==> config.mk <==
export PLATFORM = sky130hd
export DESIGN_NAME = button_pulse_conditioner
export DESIGN_NICKNAME = d
export VERILOG_FILES = /design/src/rtl/button_pkg.sv /design/src/rtl/sync_2ff.sv /design/src/rtl/button_pulse_conditioner.sv
export SDC_FILE = /design/constraint.sdc
export NUM_CORES = 1
export LEC_CHECK = 0
export BUFFER_PORTS_ARGS = -buffer_cell sky130_fd_sc_hd__buf_2
export CAP_MARGIN = 20
export CORE_MARGIN = 2
export CORE_UTILIZATION = 67
export DETAILED_ROUTE_END_ITERATION = 7
export PLACE_DENSITY = 0.84
export SYNTH_ARGS = -nofsm -noshare
export SYNTH_HDL_FRONTEND = slang
export SYNTH_SLANG_ARGS = --single-unit
export TNS_END_PERCENT = 50
==> constraint.sdc <==
create_clock -name clk -period 5.9 [get_ports clk]
set_clock_uncertainty 0.1 [all_clocks]
set_input_delay 0.295 -clock clk [delete_from_list [all_inputs] [get_ports clk]]
set_output_delay 0.295 -clock clk [all_outputs]
set_load 0.03 [all_outputs]
==> src/rtl/button_pkg.sv <==
// button_pkg: FSM encoding and default timing for the button pulse conditioner
package button_pkg;
    typedef enum logic [1:0] {
        IDLE         = 2'd0,
        PRESS_WAIT   = 2'd1,
        HELD         = 2'd2,
        RELEASE_WAIT = 2'd3
    } state_t;
    localparam int DEBOUNCE_CYCLES_DEF = 1000000;
    localparam int REPEAT_DELAY_DEF    = 50000000;
    localparam int REPEAT_PERIOD_DEF   = 25000000;
    localparam int CNT_W_DEF           = 26;
endpackage

==> src/rtl/sync_2ff.sv <==
// sync_2ff: two-flop synchroniser for asynchronous inputs, async reset to 0
module sync_2ff #(
    parameter int W = 1
) (
    input  logic         clk,
    input  logic         reset,
    input  logic [W-1:0] d,
    output logic [W-1:0] q
);
    logic [W-1:0] m;
    always_ff @(posedge clk or posedge reset)
        if (reset) {q, m} <= '0;
        else {q, m} <= {m, d};
endmodule

==> src/rtl/button_pulse_conditioner.sv <==
// button_pulse_conditioner: debounce a raw button into one-cycle press and auto-repeat pulses
module button_pulse_conditioner
    import button_pkg::*;
#(
    parameter int DEBOUNCE_CYCLES = DEBOUNCE_CYCLES_DEF,
    parameter int REPEAT_DELAY    = REPEAT_DELAY_DEF,
    parameter int REPEAT_PERIOD   = REPEAT_PERIOD_DEF,
    parameter int CNT_W           = CNT_W_DEF
) (
    input  logic clk,
    input  logic reset,
    input  logic btn_in,
    input  logic repeat_en,
    output logic btn_level,
    output logic btn_pulse
);
    localparam logic [CNT_W-1:0] D_LAST = CNT_W'(DEBOUNCE_CYCLES - 1);
    localparam logic [CNT_W-1:0] R_LAST = CNT_W'(REPEAT_DELAY - 1);
    localparam logic [CNT_W-1:0] P_LAST = CNT_W'(REPEAT_PERIOD - 1);
    state_t state;
    logic s, rep_started;
    logic [CNT_W-1:0] dcnt, rcnt, thr;
    sync_2ff #(.W(1)) u_sync (.clk(clk), .reset(reset), .d(btn_in), .q(s));
    assign thr = rep_started ? P_LAST : R_LAST;
    always_ff @(posedge clk or posedge reset)
        if (reset) begin
            state       <= IDLE;
            dcnt        <= '0;
            rcnt        <= '0;
            rep_started <= 1'b0;
            btn_level   <= 1'b0;
            btn_pulse   <= 1'b0;
        end else begin
            btn_pulse <= 1'b0;
            case (state)
                IDLE:
                    if (s) begin
                        state <= PRESS_WAIT;
                        dcnt  <= '0;
                    end
                PRESS_WAIT:
                    if (!s) state <= IDLE;
                    else if (dcnt == D_LAST) begin
                        state       <= HELD;
                        btn_pulse   <= 1'b1;
                        btn_level   <= 1'b1;
                        rcnt        <= '0;
                        rep_started <= 1'b0;
                    end else dcnt <= dcnt + 1'b1;
                HELD:
                    if (!s) begin
                        state <= RELEASE_WAIT;
                        dcnt  <= '0;
                    end else if (!repeat_en) rcnt <= '0;
                    else if (rcnt == thr) begin
                        btn_pulse   <= 1'b1;
                        rcnt        <= '0;
                        rep_started <= 1'b1;
                    end else rcnt <= rcnt + 1'b1;
                RELEASE_WAIT:
                    // a bounce back high resumes holding without a new press pulse
                    if (s) begin
                        state <= HELD;
                        rcnt  <= '0;
                    end else if (dcnt == D_LAST) begin
                        state     <= IDLE;
                        btn_level <= 1'b0;
                    end else dcnt <= dcnt + 1'b1;
                default: state <= IDLE;
            endcase
        end
endmodule

# --- Yosys cells after proc, flatten, opt, wreduce, memory -nomap -nowiden ---
# Index checks and enable logic that the tools add are counted.
totals:
  regBits: 59
  wordCells: 72
op_classes:
  eq_ne: 17
  n_reduce_logical: 9
  muxes: 36
  add_sub_neg: 2
op_table:
  columns: ["op", "n"]
  rows:
  - ["$mux W26", 11]
  - ["$pmux W26 S4", 1]
  - ["$pmux W26 S3", 1]
  - ["$add A26 B1 Y26 const B", 2]
  - ["$eq A26 B20 Y1 const B", 1]
  - ["$eq A26 B26 Y1", 1]
  - ["$mux W1", 13]
  - ["$mux W2", 6]
  - ["$ne A2 B2 Y1 const B", 6]
  - ["$reduce_and A5 Y1", 2]
  - ["$ne A2 B1 Y1 const B", 4]
  - ["$pmux W2 S4", 1]
  - ["$reduce_and A4 Y1", 2]
  - ["$pmux W1 S2", 3]
  - ["$reduce_and A6 Y1", 1]
  - ["$eq A2 B2 Y1 const B", 2]
  - ["$reduce_bool A2 Y1", 2]
  - ["$ne A3 B2 Y1 const B", 1]
  - ["$ne A3 B3 Y1 const B", 1]
  - ["$reduce_bool A3 Y1", 1]
  - ["$eq A2 B1 Y1 const B", 1]
  - ["$logic_not A2 Y1", 1]

# --- Logic depth before layout (Yosys ltp) ---
depth:
  word_depth: 6
  depth_mapped: 10
  depth_no_buf: 8

# --- Hierarchy ---
# Synthesis repeated with hierarchy kept, for this count alone.
unflattened:
  cells_unflattened: 354
  hier_area_um2: 3281.9
modules_own_cells:
  columns: ["mod", "cells_per_inst", "instances", "area_each_um2"]
  rows:
  - ["button_pulse_conditioner", 351, 1, 3228.1]
  - ["sync_2ff", 3, 1, 53.8]

# --- Worst setup path before layout ---
# OpenSTA, ideal clock, no wires.
synth_timing:
  path_kind: "register -> register"
  from: "register with a tool-made name"
  to: "register rcnt[20]"
  arrival_time_ns: 2.048
  path_slack_ns: 3.628
  period_less_slack_ns: 2.272
  stages_incl_launch_ff: 10
  path_cell_list: "dfrtp_1 > inv_1 > ha_1 > clkbuf_1 > or3_1 > a211oi_2 > nand2_1 > nor4b_2 > xnor2_1 > nor2_1"
synth_lines:
  columns: ["item", "line_no", "rtl"]
  rows:
  - ["end signal, assigned", "button_pulse_conditioner.sv:59", "end else rcnt <= rcnt + 1'b1;"]
  - ["end, declared", "button_pulse_conditioner.sv:22", "logic [CNT_W-1:0] dcnt, rcnt, thr;"]

# --- Worst setup path in the final report ---
layout_timing:
  from: "register dcnt[22]"
  to: "register rcnt[15]"
layout_via:
  elab_chain_cells: 3
layout_rtl:
  columns: ["item", "line_no", "rtl"]
  rows:
  - ["start, declared", "button_pulse_conditioner.sv:22", null]
  - ["start signal, assigned", "button_pulse_conditioner.sv:49", "end else dcnt <= dcnt + 1'b1;"]
  - ["start signal, assigned", "button_pulse_conditioner.sv:68", "end else dcnt <= dcnt + 1'b1;"]
  - ["$eq A26 B20 Y1", "button_pulse_conditioner.sv:43", "else if (dcnt == D_LAST) begin"]
  - ["$ne A2 B2 Y1 (no line)", null, null]
  - ["$reduce_and A5 Y1 (no line)", null, null]
# Every way passes these cells.
# A chain may end at the register's enable or synchronous reset.

==> flow_summary.ini <==
[grt]
grtUsageTotal = 0.2908
grt_pass1_vias = 2608
grt_pass1_wl_um = 12230
antenna_found_initial = 0
overflow = 0
grt_max_degree = 60

[floorplan]
ios = 6
core_mm2 = 0.004755
rows = 25
die-height_um = 74.57
initial_utilization = 0.7018
die_area_mm2 = 0.005561
die_x_um = 74.57

[sta]
slew_headroom = 0.4061
report.final.slew_viol_count = 0
finalHoldViolCount = 0
max_freq_ghz = 0.3647
worst_slack_ns = 3.158
whs_ns = 0.04705
setup_viol_count_final = 0
min_period_ns = 2.742
finalCritPeriodShare = 0.4648
tns_ns = 0
grt_setup_unrepaired = no
tightest_slew_ns = 0.8833

[yosys]
synth_edf_count = 0
synth_ff_type = dfrtp_1
yosysUniqueCellTypes = 52
ys.warnings.count = 0
synth.top_cells.by_count = dfrtp_1 (59), nor2_1 (45), nand2_1 (30), nand3_1 (20), nor3_1 (20)
syn_nets = 368
yosys.area.top_type = dfrtp_1
async_flop_share = 1.000
seq_area_frac_synth = 0.4424
syn_avg_cell_area_um2 = 9.347
syn_area_mm2 = 0.003337
synth.top_cell.area_share = 0.4424
synthTopCellsByArea = dfrtp_1 (44%), nor2_1 (5.1%), xor2_1 (3.9%)
netlist_instances = 357
yosysMostFrequentCell = dfrtp_1
synth-seq-cells = 59

[layout]
final_util = 0.7516
num_antenna_cells = 0
nets = 377
syn_to_final_growth_pct = 7.087
stdcell_count = 436
drive_gt1_frac = 0.09485

[job]
maxCapViolCount = 0

[clock_network]
clkLatencyLatePin_ns = 0.34
cts_buffers = 9
cts_tree = done
cts-resized-gates = 0
clockBufferDepth = 2
hold_buffers = 1
cts.sinks = 59
htree_levels = 3
path_clk_slew_ns = 0.06
postCtsSetupBuffers = 0
root_buffer = clkbuf_8

[place]
hpwl_um = 4870
dp_cells = 421
io_buffers = 5
gp_congestion = 0.9517
dp_slack_ns = 3.194

[detailed_routing]
drt_pass1_iterations = 5
drtIter0Drc = 294
antenna_left = 0
vias_per_cell = 6.378
routed_wirelength_um = 7172
vias = 2781
post_drt_wl_per_cell_um = 16.45
drc = 0

[power_and_ir_drop]
p_clk_frac = 0.280
seqPwrFrac = 0.391
power_leakage_uw = 0.001442
power_density_mw_per_mm2 = 320.8
p_comb_frac = 0.329
switching_power_uw = 451.6
power.share.switching = 0.3939
max-vdd-ir-drop_uv = 305.1
p_int_uw = 694.9

[outcome]
status = finished, final reports clean

[worst_hold_path]
hp-class = in2async

[setup_path]
crit_fanout = 11
end_kind = flop
timing.rr.start = dcnt[22]
cp.required_ns = 6.02
startpoint_type = flop
crit_arrival_ns = 2.86
startpoint = dcnt[22]
path_class = reg2reg
==> flip-flops by register name (all words and copies together), names as in the netlist, named ones only <==
signal,flops
btn_level,1
u_sync.q,1
u_sync.m,1
dcnt,26
btn_pulse,1
state,1
rcnt,26
rep_started,1
==> cell type report <==
cell class	instances	area, µm²
Sequential cell	59	1476
Clock buffer	11	151.4
Tap cell	67	83.83
Inverter	13	48.80
Timing Repair Buffer	8	50.05
Fill cell	352	1181
Clock inverter	3	15.01
Multi-Input combinational cell	275	1748
==> routing by layer <==
layer	GRT usage	vias to the layer above	wire [µm]
met4	0.1290	0	137
met3	0.05691	15	454
met5	0	-	0
li1	-	1325	-
met1	0.3984	1344	3163
met2	0.4513	97	3417
==> cell usage in the layout (no fill, tap or decap), types with 4 or more instances in the layout <==
| cell | n |
|---|---|
| dfrtp_1 | 59 |
| xor2_1 | 15 |
| nor4_1 | 4 |
| and3_1 | 6 |
| o31ai_1 | 9 |
| nand2_1 | 30 |
| a2bb2oi_1 | 5 |
| a31oi_1 | 6 |
| clkbuf_8 | 11 |
| a21oi_1 | 7 |
| nor2_1 | 45 |
| or3_1 | 6 |
| buf_2 | 5 |
| nand3_1 | 20 |
| nor3_1 | 20 |
| xnor2_1 | 14 |
| o21ai_0 | 18 |
| nand4_1 | 14 |
| inv_1 | 12 |
| ha_1 | 7 |
| and4_1 | 4 |
==> path summary, 6_finish.rpt <==
path | to | depth (start not counted) | slack, ns
setup / recovery | rcnt[15] | 6 | 3.16
hold / removal | rcnt[21] | 3 | 0.05
setup reg to reg | rcnt[15] | 6 | 3.16
hold reg to reg | u_sync.q | 0 | 0.25
max in group asynchronous | rcnt[6] | 3 | 5.15
min in group clk | u_sync.q | 0 | 0.25
==> per-stage QoR <==
step / total power (µW) / area [µm²]
final: 1146 / 3573
after CTS: 1144 / 3573
after global routing: 1212 / 3573
after global placement: 812.9 / 3397
after floorplan: 758.1 / 3337
after detailed placement: 823.9 / 3397
==> cells by family (layout without fill, tap and decap cells) <==
family | count (synthesis) | after routing | synth area share
compound gates | 65 | 65 | 0.1361
xor+xnor | 29 | 29 | 0.07612
fa+ha+maj | 7 | 7 | 0.02625
buf+inv | 23 | 35 | 0.03375
flops | 59 | 59 | 0.4424
mux | 1 | 1 | 0.003000
simple gates | 173 | 173 | 0.2823
==> power groups by stage <==
stage	logic [µW]	registers (µW)	clock network [µW]
6_report	377	449	321
5_1_grt	418	451	343
4_1_cts	372	448	323
3_5_place_dp	369	455	0
3_3_place_gp	360	453	0
2_1_floorplan	308	450	0
==> critical path: stages (launching register included) <==
cell      delay [ns]
dfrtp_1         0.43
nor4b_2         0.34
nand3_1         0.21
o21a_1          0.38
nor3_2          0.38
nand2_1         0.35
o311ai_0        0.43
Power figures use the tool's default switching activity.
